[src/rtl/av2_tile_scheduler.sv]
// Frame-level sequencer for the AV2 tile decoder: walks every tile of a frame in raster
// order, pulses the decoder start, streams the tile's bitstream words and waits for done.
//
// state      | meaning
// -----------+------------------------------------------------------------
// IDLE       | waiting for frame_start; frame geometry latched on accept
// START      | one-cycle decoder start pulse, word counter and watchdog cleared
// STREAM     | bs_* passed straight through to dec_* until the tile's words are sent
// WAIT_DONE  | waiting for decoder tile_done under the watchdog
// NEXT       | advance tile_index and raster coordinates
// DONE       | one-cycle frame_done, normal completion
// ERROR      | one-cycle frame_done with sticky frame_error
module av2_tile_scheduler #(
    parameter int MAX_TILE_COLS  = 8,
    parameter int MAX_TILE_ROWS  = 8,
    parameter int WORD_CNT_W     = 16,
    parameter int TIMEOUT_CYCLES = 10000
) (
    input  logic                  clk,
    input  logic                  rst_n,
    input  logic                  frame_start,
    input  logic [3:0]            tile_cols,
    input  logic [3:0]            tile_rows,
    input  logic [WORD_CNT_W-1:0] words_per_tile,
    input  logic [127:0]          bs_data,
    input  logic                  bs_valid,
    output logic                  bs_ready,
    output logic                  dec_start,
    output logic [3:0]            dec_tile_col,
    output logic [3:0]            dec_tile_row,
    output logic [127:0]          dec_data,
    output logic                  dec_valid,
    input  logic                  dec_ready,
    input  logic                  dec_done,
    output logic                  busy,
    output logic [7:0]            tile_index,
    output logic                  frame_done,
    output logic                  frame_error
);
    localparam int              WD_W     = (TIMEOUT_CYCLES > 1) ? $clog2(TIMEOUT_CYCLES) : 1;
    localparam logic [3:0]      COLS_MAX = 4'(MAX_TILE_COLS);
    localparam logic [3:0]      ROWS_MAX = 4'(MAX_TILE_ROWS);
    localparam logic [WD_W-1:0] WD_LAST  = WD_W'(TIMEOUT_CYCLES - 1);

    typedef enum logic [2:0] {
        S_IDLE,
        S_START,
        S_STREAM,
        S_WAIT_DONE,
        S_NEXT,
        S_DONE,
        S_ERROR
    } state_t;

    state_t                r_state;
    state_t                w_state_nxt;
    logic [3:0]            r_cols;
    logic [3:0]            r_rows;
    logic [WORD_CNT_W-1:0] r_words;
    logic [3:0]            r_col;
    logic [3:0]            r_row;
    logic [WORD_CNT_W-1:0] r_word_cnt;
    logic [WD_W-1:0]       r_wd;
    logic [7:0]            r_tile_index;
    logic                  r_dec_start;
    logic                  r_frame_done;
    logic                  r_frame_error;

    logic [3:0] w_cols_clamped;
    logic [3:0] w_rows_clamped;
    logic       w_beat;
    logic       w_last_word;
    logic       w_last_col;
    logic       w_last_row;
    logic       w_wd_expired;

    assign w_cols_clamped = (tile_cols > COLS_MAX) ? COLS_MAX : tile_cols;
    assign w_rows_clamped = (tile_rows > ROWS_MAX) ? ROWS_MAX : tile_rows;
    assign w_beat         = bs_valid && dec_ready;
    // Full-width compare so a count of all-ones words is still reachable.
    assign w_last_word    = (r_word_cnt == (r_words - WORD_CNT_W'(1)));
    assign w_last_col     = (r_col == (r_cols - 4'd1));
    assign w_last_row     = (r_row == (r_rows - 4'd1));
    assign w_wd_expired   = (r_wd == WD_LAST);

    always_comb begin
        w_state_nxt = r_state;
        unique case (r_state)
            S_IDLE: begin
                if (frame_start) begin
                    if ((w_cols_clamped == 4'd0) || (w_rows_clamped == 4'd0)) begin
                        w_state_nxt = S_ERROR;
                    end else begin
                        w_state_nxt = S_START;
                    end
                end
            end
            S_START: begin
                w_state_nxt = (r_words == '0) ? S_WAIT_DONE : S_STREAM;
            end
            S_STREAM: begin
                if (dec_done) begin
                    w_state_nxt = S_ERROR;
                end else if (w_beat && w_last_word) begin
                    w_state_nxt = S_WAIT_DONE;
                end
            end
            S_WAIT_DONE: begin
                // A done arriving on the timeout cycle still counts as success.
                if (dec_done) begin
                    w_state_nxt = S_NEXT;
                end else if (w_wd_expired) begin
                    w_state_nxt = S_ERROR;
                end
            end
            S_NEXT: begin
                w_state_nxt = (w_last_col && w_last_row) ? S_DONE : S_START;
            end
            S_DONE:  w_state_nxt = S_IDLE;
            S_ERROR: w_state_nxt = S_IDLE;
            default: w_state_nxt = S_IDLE;
        endcase
    end

    always_ff @(posedge clk or negedge rst_n) begin
        if (!rst_n) begin
            r_state       <= S_IDLE;
            r_cols        <= '0;
            r_rows        <= '0;
            r_words       <= '0;
            r_col         <= '0;
            r_row         <= '0;
            r_word_cnt    <= '0;
            r_wd          <= '0;
            r_tile_index  <= '0;
            r_dec_start   <= 1'b0;
            r_frame_done  <= 1'b0;
            r_frame_error <= 1'b0;
        end else begin
            r_state      <= w_state_nxt;
            r_dec_start  <= (w_state_nxt == S_START);
            r_frame_done <= (w_state_nxt == S_DONE) || (w_state_nxt == S_ERROR);
            case (r_state)
                S_IDLE: begin
                    if (frame_start) begin
                        r_cols        <= w_cols_clamped;
                        r_rows        <= w_rows_clamped;
                        r_words       <= words_per_tile;
                        r_col         <= '0;
                        r_row         <= '0;
                        r_tile_index  <= '0;
                        r_frame_error <= 1'b0;
                    end
                end
                S_START: begin
                    r_word_cnt <= '0;
                    r_wd       <= '0;
                end
                S_STREAM: begin
                    if (w_beat) begin
                        r_word_cnt <= r_word_cnt + WORD_CNT_W'(1);
                    end
                end
                S_WAIT_DONE: begin
                    r_wd <= r_wd + WD_W'(1);
                end
                S_NEXT: begin
                    if (r_tile_index != 8'hFF) begin
                        r_tile_index <= r_tile_index + 8'd1;
                    end
                    if (w_last_col) begin
                        r_col <= '0;
                        r_row <= r_row + 4'd1;
                    end else begin
                        r_col <= r_col + 4'd1;
                    end
                end
                default: ;
            endcase
            if (w_state_nxt == S_ERROR) begin
                r_frame_error <= 1'b1;
            end
        end
    end

    assign bs_ready     = (r_state == S_STREAM) ? dec_ready : 1'b0;
    assign dec_valid    = (r_state == S_STREAM) ? bs_valid : 1'b0;
    assign dec_data     = bs_data;
    assign dec_start    = r_dec_start;
    assign dec_tile_col = r_col;
    assign dec_tile_row = r_row;
    assign busy         = (r_state != S_IDLE);
    assign tile_index   = r_tile_index;
    assign frame_done   = r_frame_done;
    assign frame_error  = r_frame_error;

endmodule

[config.mk]
export PLATFORM = sky130hd
export DESIGN_NAME = av2_tile_scheduler
export DESIGN_NICKNAME = d
export VERILOG_FILES = /design/src/rtl/av2_tile_scheduler.sv
export SDC_FILE = /design/constraint.sdc
export NUM_CORES = 1
export LEC_CHECK = 0
export CORE_MARGIN = 8
export CORE_UTILIZATION = 38
export DETAILED_ROUTE_END_ITERATION = 8
export PLACE_DENSITY = 0.87
export RECOVER_POWER = 100
export SLEW_MARGIN = 30
export SYNTH_ARGS = -nofsm -noshare
export SYNTH_HDL_FRONTEND = slang
export SYNTH_SLANG_ARGS = --single-unit
[constraint.sdc]
create_clock -name clk -period 2.6 [get_ports clk]
set_input_delay 0.78 -clock clk [delete_from_list [all_inputs] [get_ports clk]]
set_output_delay 0.78 -clock clk [all_outputs]
set_load 0.01 [all_outputs]
==> results.txt, run 1 <==
Post-synth EDFFs: 0
Slew HR: 36.2%
Max Freq: 394 MHz
die height: 133 um
DR vias/cell: 5.23
drc violations: 0
syn avg cell area: 8.67 um^2
fraction of layout instances using a drive strength above 1: 8.33%
Root Driver: clkbuf_16
critical path fanouts, max: 8
layout net count: 701
die width: 133 um
total iterations of the first detailed-routing run: 4
largest net degree at the start of global routing: 40
drt wl/cell: 15.6 um
Hold WS: 514 ps
Clock Path Buffers: 2
Req. time, crit path: 1820 ps
CP Launch Type: register
syn_nets: 762
Arr. time, crit path: 1760 ps
Synth Flop Type: dfrtp_1
FF-to-FF End: frame_done$_DFF_PN0_
core area: 0.0132 mm^2
Port Buf Inserts: 51
r2r setup slk: 260 ps
cts hold-fix bufs: 0
grt ovf: 0
FILL cells: 1297
Lkg Pwr: 2.30 nW
final setup TNS: 0 ps
crit-path leading delay family: buffers and inverters
critical path type: reg -> out
# rows: 42
Routed Antenna Nets: 0
Final Slew Violations: 0
first-pass GRT wire length: 18500 um
Setup crit start: r_state[2]$_DFF_PN0_
Layout area overhead: 3.49%
asr flop ratio synth: 100%
initial drt markers: 218
vias in the first global route: 3734
post-synth cell types: 49
post-CTS setup buffer count: 0
I/O Pins: 308
max-cap violations: 0
worst setup path end: busy
CTS Buf Count: 9
Mapped Area: 0.00517 mm^2
HP Class: reg -> reg
Worst-path clk slew: 60 ps
CP endpoint kind: primary output
reg2reg path depth: 6
outcome: finished clean
crit path buf inv count: 1
Final setup violation count: 0
synth warn: 0
GPL Wtd Cong: 0.861
Via Count: 3746
die area: 0.0176 mm^2
H-Tree Depth: 3
R2R Path Start: r_wd[0]$_DFFE_PN0P_
diodes inserted: 0
Clock Sink Count: 76
Max stage delay on crit path: 500 ps
Power Dens Cells: 962 mW/mm^2
CP cell instances: or3_4 -> clkdlybuf4s50_1
Layout Skew: 7.57 ps
worst ir drop on vdd: 0.477 mV
GRT Total Usage: 12.7%
CP max-delay cell: clkdlybuf4s50_1
#FFs+latches synth: 76
worst-margin pin slew: 958 ps
HPWL Detailed: 8280 um
final wirelength: 11200 um
Synth Instances: 596
Skew-Pair Late Insertion Delay: 340 ps
minimum clock period: 2540 ps
instance count on the critical path: 2
CTS tree: yes
Hold Violations, Final: 0
part of the Yosys area used for sequential elements: 36.8%
antenna violations before repair: 0
Period Utilization, post-route: 97.6%
RSZ-0062 raised after global routing: false
Initial Util: 39.0%
==> cells in the mapped netlist (8+ instances only) <==
cell | n | share of area [%]
buf_4 | 129 | 19
clkbuf_1 | 9 | 0.65
dfrtp_1 | 76 | 37
ha_1 | 8 | 1.9
inv_1 | 16 | 1.2
nand2_1 | 86 | 6.2
nand3_1 | 18 | 1.7
nand3b_1 | 9 | 1.3
nand4_1 | 13 | 1.6
nor2_1 | 44 | 3.2
nor3_1 | 11 | 1.1
o21ai_0 | 28 | 2.7
o31ai_1 | 9 | 1.3
xnor2_1 | 40 | 6.8
xor2_1 | 21 | 3.6
==> routing by layer <==
layer	GRT usage (%)	wire, um	share of wire, %
met4	6.44	341	3.1
met1	15.9	4870	44
met5	0	0	0
met3	4.39	864	7.7
met2	19.0	5110	46
==> timing repair <==
| item | 4_1_cts | 5_1_grt |
|---|---|---|
| resized for setup | 2 | 3 |
| setup endpoints to repair | 2 | 2 |
| hold endpoints to repair | 0 | 0 |
==> worst register-to-register path, stage by stage (launching register included) <==
cell and delay, ps:
dfrtp_1 400, ha_1 210, nand3_1 250, nand2b_1 250, or4_1 580, o2111ai_1 370
a22o_1 220
==> metrics by stage <==
step	power (W)	setup slack, ps	std cells	cell area [um^2]	util, %
floorplan	0.00325	457	596	5170	-
global route	0.00547	5.90	716	5350	40.4
finish	0.00515	62.7	716	5350	40.4
CTS	0.00520	1.34	716	5380	40.6
detailed placement	0.00372	-229	700	5030	38.0
global placement	0.00363	-206	700	5030	38.0
==> kinds of logic after synthesis <==
group | synth area share (%)
and+or+nand+nor | 21.5
DFF | 36.8
buffers and inverters | 21.0
AOI/OAI and AO/OA | 8.01
xor gates and xnor gates | 10.3
muxes | 0.412
adders and majority gates | 1.94
==> worst min path at each step <==
stage | startpoint | end | slack, ps | cells after the start
after floorplan | r_wd[9]$_DFFE_PN0P_ | r_wd[9]$_DFFE_PN0P_ | 450 | 1
after global placement | r_wd[9]$_DFFE_PN0P_ | r_wd[9]$_DFFE_PN0P_ | 470 | 1
after detailed placement | r_wd[12]$_DFFE_PN0P_ | r_wd[12]$_DFFE_PN0P_ | 500 | 1
after CTS | rst_n | r_words[7]$_DFFE_PN0P_ | 430 | 1
after global routing | r_wd[8]$_DFFE_PN0P_ | r_wd[8]$_DFFE_PN0P_ | 530 | 1
final | r_wd[9]$_DFFE_PN0P_ | r_wd[9]$_DFFE_PN0P_ | 510 | 1
==> power breakdown <==
group          switching (W)  internal (W)
sequential          0.000402       0.00146
combinational       0.000999      0.000837
clock               0.000509      0.000945
==> cell type report <==
| class | count | area, um^2 | share of cell area, % |
|---|---|---|---|
| clock inverter | 7 | 123 | 2.29 |
| tap | 176 | 220 | 4.12 |
| multi-input combinational | 361 | 2180 | 40.8 |
| sequential | 76 | 1900 | 35.6 |
| clock buffer | 9 | 225 | 4.21 |
| timing repair buffer | 71 | 636 | 11.9 |
| inverter | 16 | 60.1 | 1.12 |
==> registers in the layout, indices dropped and copies added, names as in the netlist <==
name          cells
dec_start         1
dec_tile_col      4
dec_tile_row      4
frame_done        1
frame_error       1
r_cols            4
r_rows            4
r_state           3
r_wd             14
r_word_cnt       16
r_words          16
tile_index        8
==> cells in the final DEF, fill, tap and decap left out, drive strengths merged, types with 3 or more instances in the layout <==
cell and count:
nand2 86, dfrtp 76, nor2 45, xnor2 40, o21ai 28, clkdlybuf4s50 27
xor2 21, dlygate4sd3 21, nand3 18, inv 18, clkbuf 18, nand4 13
buf 12, nor3 11, nand3b 9, o31ai 9, nor4 9, ha 8
nand2b 7, a21oi 7, and3 7, or4 5, nor2b 4, a21o 4
or3 4, bufinv 3
(Power assumes the default switching activity.)
==> run 2: changes to the inputs <==
Settings changed: CORE_MARGIN 8 to 2.
==> run 2 against run 1 <==
Net effect: the run now ends with capacitance limit, slew limit left; sequential cell count unchanged; critical endpoint unchanged; non-clock buffer count up 1; clock power shrank 12%; hold slack worse by 21 ps; total power decreased by 4.1%; via count fell by 2.9%; highest routed layer unchanged; setup slack worse by 21 ps; critical path depth unchanged.
==> results.txt, run 2 (same netlist as run 1, synthesis figures left out) <==
layout net count: 702 (+0.14%)
most frequent cells in the layout: 86 x nand2_1, 75 x dfrtp_1, 44 x nor2_1
cts hold-fix bufs: 0 (unchanged)
minimum clock period: 2560 ps (+21.0 ps)
footprint of the multi-input gates: 0.00218 mm^2 (-0.23%)
final wirelength: 11000 um (-1.9%)
Worst-path clk slew: 60 ps (about the same)
RSZ-0062 raised after global routing: true
CTS tree: yes
R2R Path Start: r_wd[0]$_DFFE_PN0P_
Power Dens Cells: 931 mW/mm^2 (-3.3%)
FILL cells: 1305 (+0.62%)
fraction of layout instances using a drive strength above 1: 7.95% (-0.39 points)
worst ir drop on vdd: 0.436 mV (-8.5%)
Req. time, crit path: 1820 ps (about the same)
critical path type: reg -> out
I/O Pins: 308 (unchanged)
Routed Antenna Nets: 0 (unchanged)
initial drt markers: 210 (-3.7%)
Root Driver: clkbuf_16
die width: 121 um (-9.0%)
dpl ws: -279 ps (-50.1 ps)
critical path fanouts, max: 8 (unchanged)
Via Count: 3637 (-2.9%)
antenna violations before repair: 0 (unchanged)
die height: 121 um (-9.0%)
commonest non-fill, non-tap cell in the layout: nand2_1
outcome: complete, but fails checks
CTS Buf Count: 9 (unchanged)
HPWL Detailed: 7980 um (-3.7%)
worst-margin pin slew: 1730 ps (+771 ps)
Hold Violations, Final: 0 (unchanged)
Lkg Pwr: 2.27 nW (-1.2%)
core area: 0.0132 mm^2 (unchanged)
sequential cell area: 0.00190 mm^2 (unchanged)
violated checks: capacitance limit, slew limit
max-cap violations: 1 (+1)
Period Utilization, post-route: 98.4% (+0.81 points)
Initial Util: 39.0% (unchanged)
# rows: 42 (unchanged)
Slew HR: -15.2% (-51 points)
GRT Total Usage: 15.6% (+2.9 points)
hold path start: r_wd[9]$_DFFE_PN0P_
grt ovf: 0 (unchanged)
Port Buf Inserts: 51 (unchanged)
vias in the first global route: 3617 (-3.1%)
Layout area overhead: 2.59%
Arr. time, crit path: 1780 ps (+20 ps)
HP Class: reg -> reg
Final setup violation count: 0 (unchanged)
Clock Path Buffers: 2 (unchanged)
diodes inserted: 0 (unchanged)
worst setup margin: 41.7 ps (-21.0 ps)
drc violations: 0 (unchanged)
GPL Wtd Cong: 0.842 (-2.2%)
DR vias/cell: 5.07 (-3.0%)
Setup crit start: r_state[0]$_DFF_PN0_
H-Tree Depth: 3 (unchanged)
CP Launch Type: register
Final Power: 0.00494 W (-4.1%)
r2r setup slk: 270 ps (about the same)
Max Freq: 391 MHz (-0.82%)
post-CTS setup buffer count: 0 (unchanged)
die area: 0.0146 mm^2 (-17%)
Clock Sink Count: 76 (unchanged)
drt wl/cell: 15.3 um (-2.0%)
first-pass GRT wire length: 17900 um (-3.0%)
largest net degree at the start of global routing: 77 (+93%)
total iterations of the first detailed-routing run: 5 (+1)
Top Registers: r_word_cnt (16), r_words (16), r_wd (14)
Layout Skew: 8.65 ps (+1.08 ps)
Final Slew Violations: 77 (+77)
Skew-Pair Late Insertion Delay: 340 ps (about the same)
CP endpoint kind: primary output
-- run 2: cell type report --
type / count / share of cell area (%)
flip-flops and latches: 76 / 35.9
repair buffers: 72 / 11.9
multi-input cells: 361 / 41.1
clock buffers: 10 / 4.51
well taps: 176 / 4.15
inverters: 16 / 1.13
clock inverters: 6 / 1.32
-- run 2: timing repair --
item,CTS,global route
resized for setup,2,3
pin swaps,0,1
setup endpoints to repair,2,2
-- run 2: critical path, stage by stage (launching register included) --
cell and delay, ps:
dfrtp_1 500, or3_4 450, clkdlybuf4s50_1 490
-- run 2: final timing paths --
path	cells after the start	end
max	2	busy
min	1	r_wd[9]$_DFFE_PN0P_
max reg2reg	6	frame_done$_DFF_PN0_
min reg2reg	1	r_wd[9]$_DFFE_PN0P_
max in group asynchronous	2	r_state[1]$_DFF_PN0_
min in group asynchronous	2	r_word_cnt[12]$_DFFE_PN0P_
-- run 2: where the power goes --
| part | switching (W) | total [W] | leakage (nW) | internal (W) |
|---|---|---|---|---|
| logic | 0.000981 | 0.00180 | 1.12 | 0.000817 |
| clock network | 0.000507 | 0.00128 | 0.142 | 0.000775 |
| registers | 0.000400 | 0.00186 | 1.01 | 0.00146 |
| total | 0.00189 | 0.00494 | 2.27 | 0.00305 |
-- run 2: layer usage --
metal  GRT usage [%]  routed length [um]  part of all wire [%]
met3            5.94                 887                   8.1
met2            24.5                5090                    46
met1            19.3                4730                    43
met4            6.54                 255                   2.3
met5               0                   0                     0
-- run 2: stage by stage --
| stage | hold slack (ps) | setup TNS [ps] | util [%] | cells | area (um^2) |
|---|---|---|---|---|---|
| 3_5_place_dp | 477 | -850 | 38.1 | 701 | 5040 |
| 3_3_place_gp | 471 | -531 | 38.1 | 701 | 5040 |
| 5_1_grt | 498 | -29.0 | 40.0 | 717 | 5300 |
| 6_report | 492 | 0 | 40.0 | 717 | 5300 |
| 4_1_cts | 472 | 0 | 40.4 | 717 | 5350 |
| 2_1_floorplan | 452 | 0 | - | 596 | 5170 |
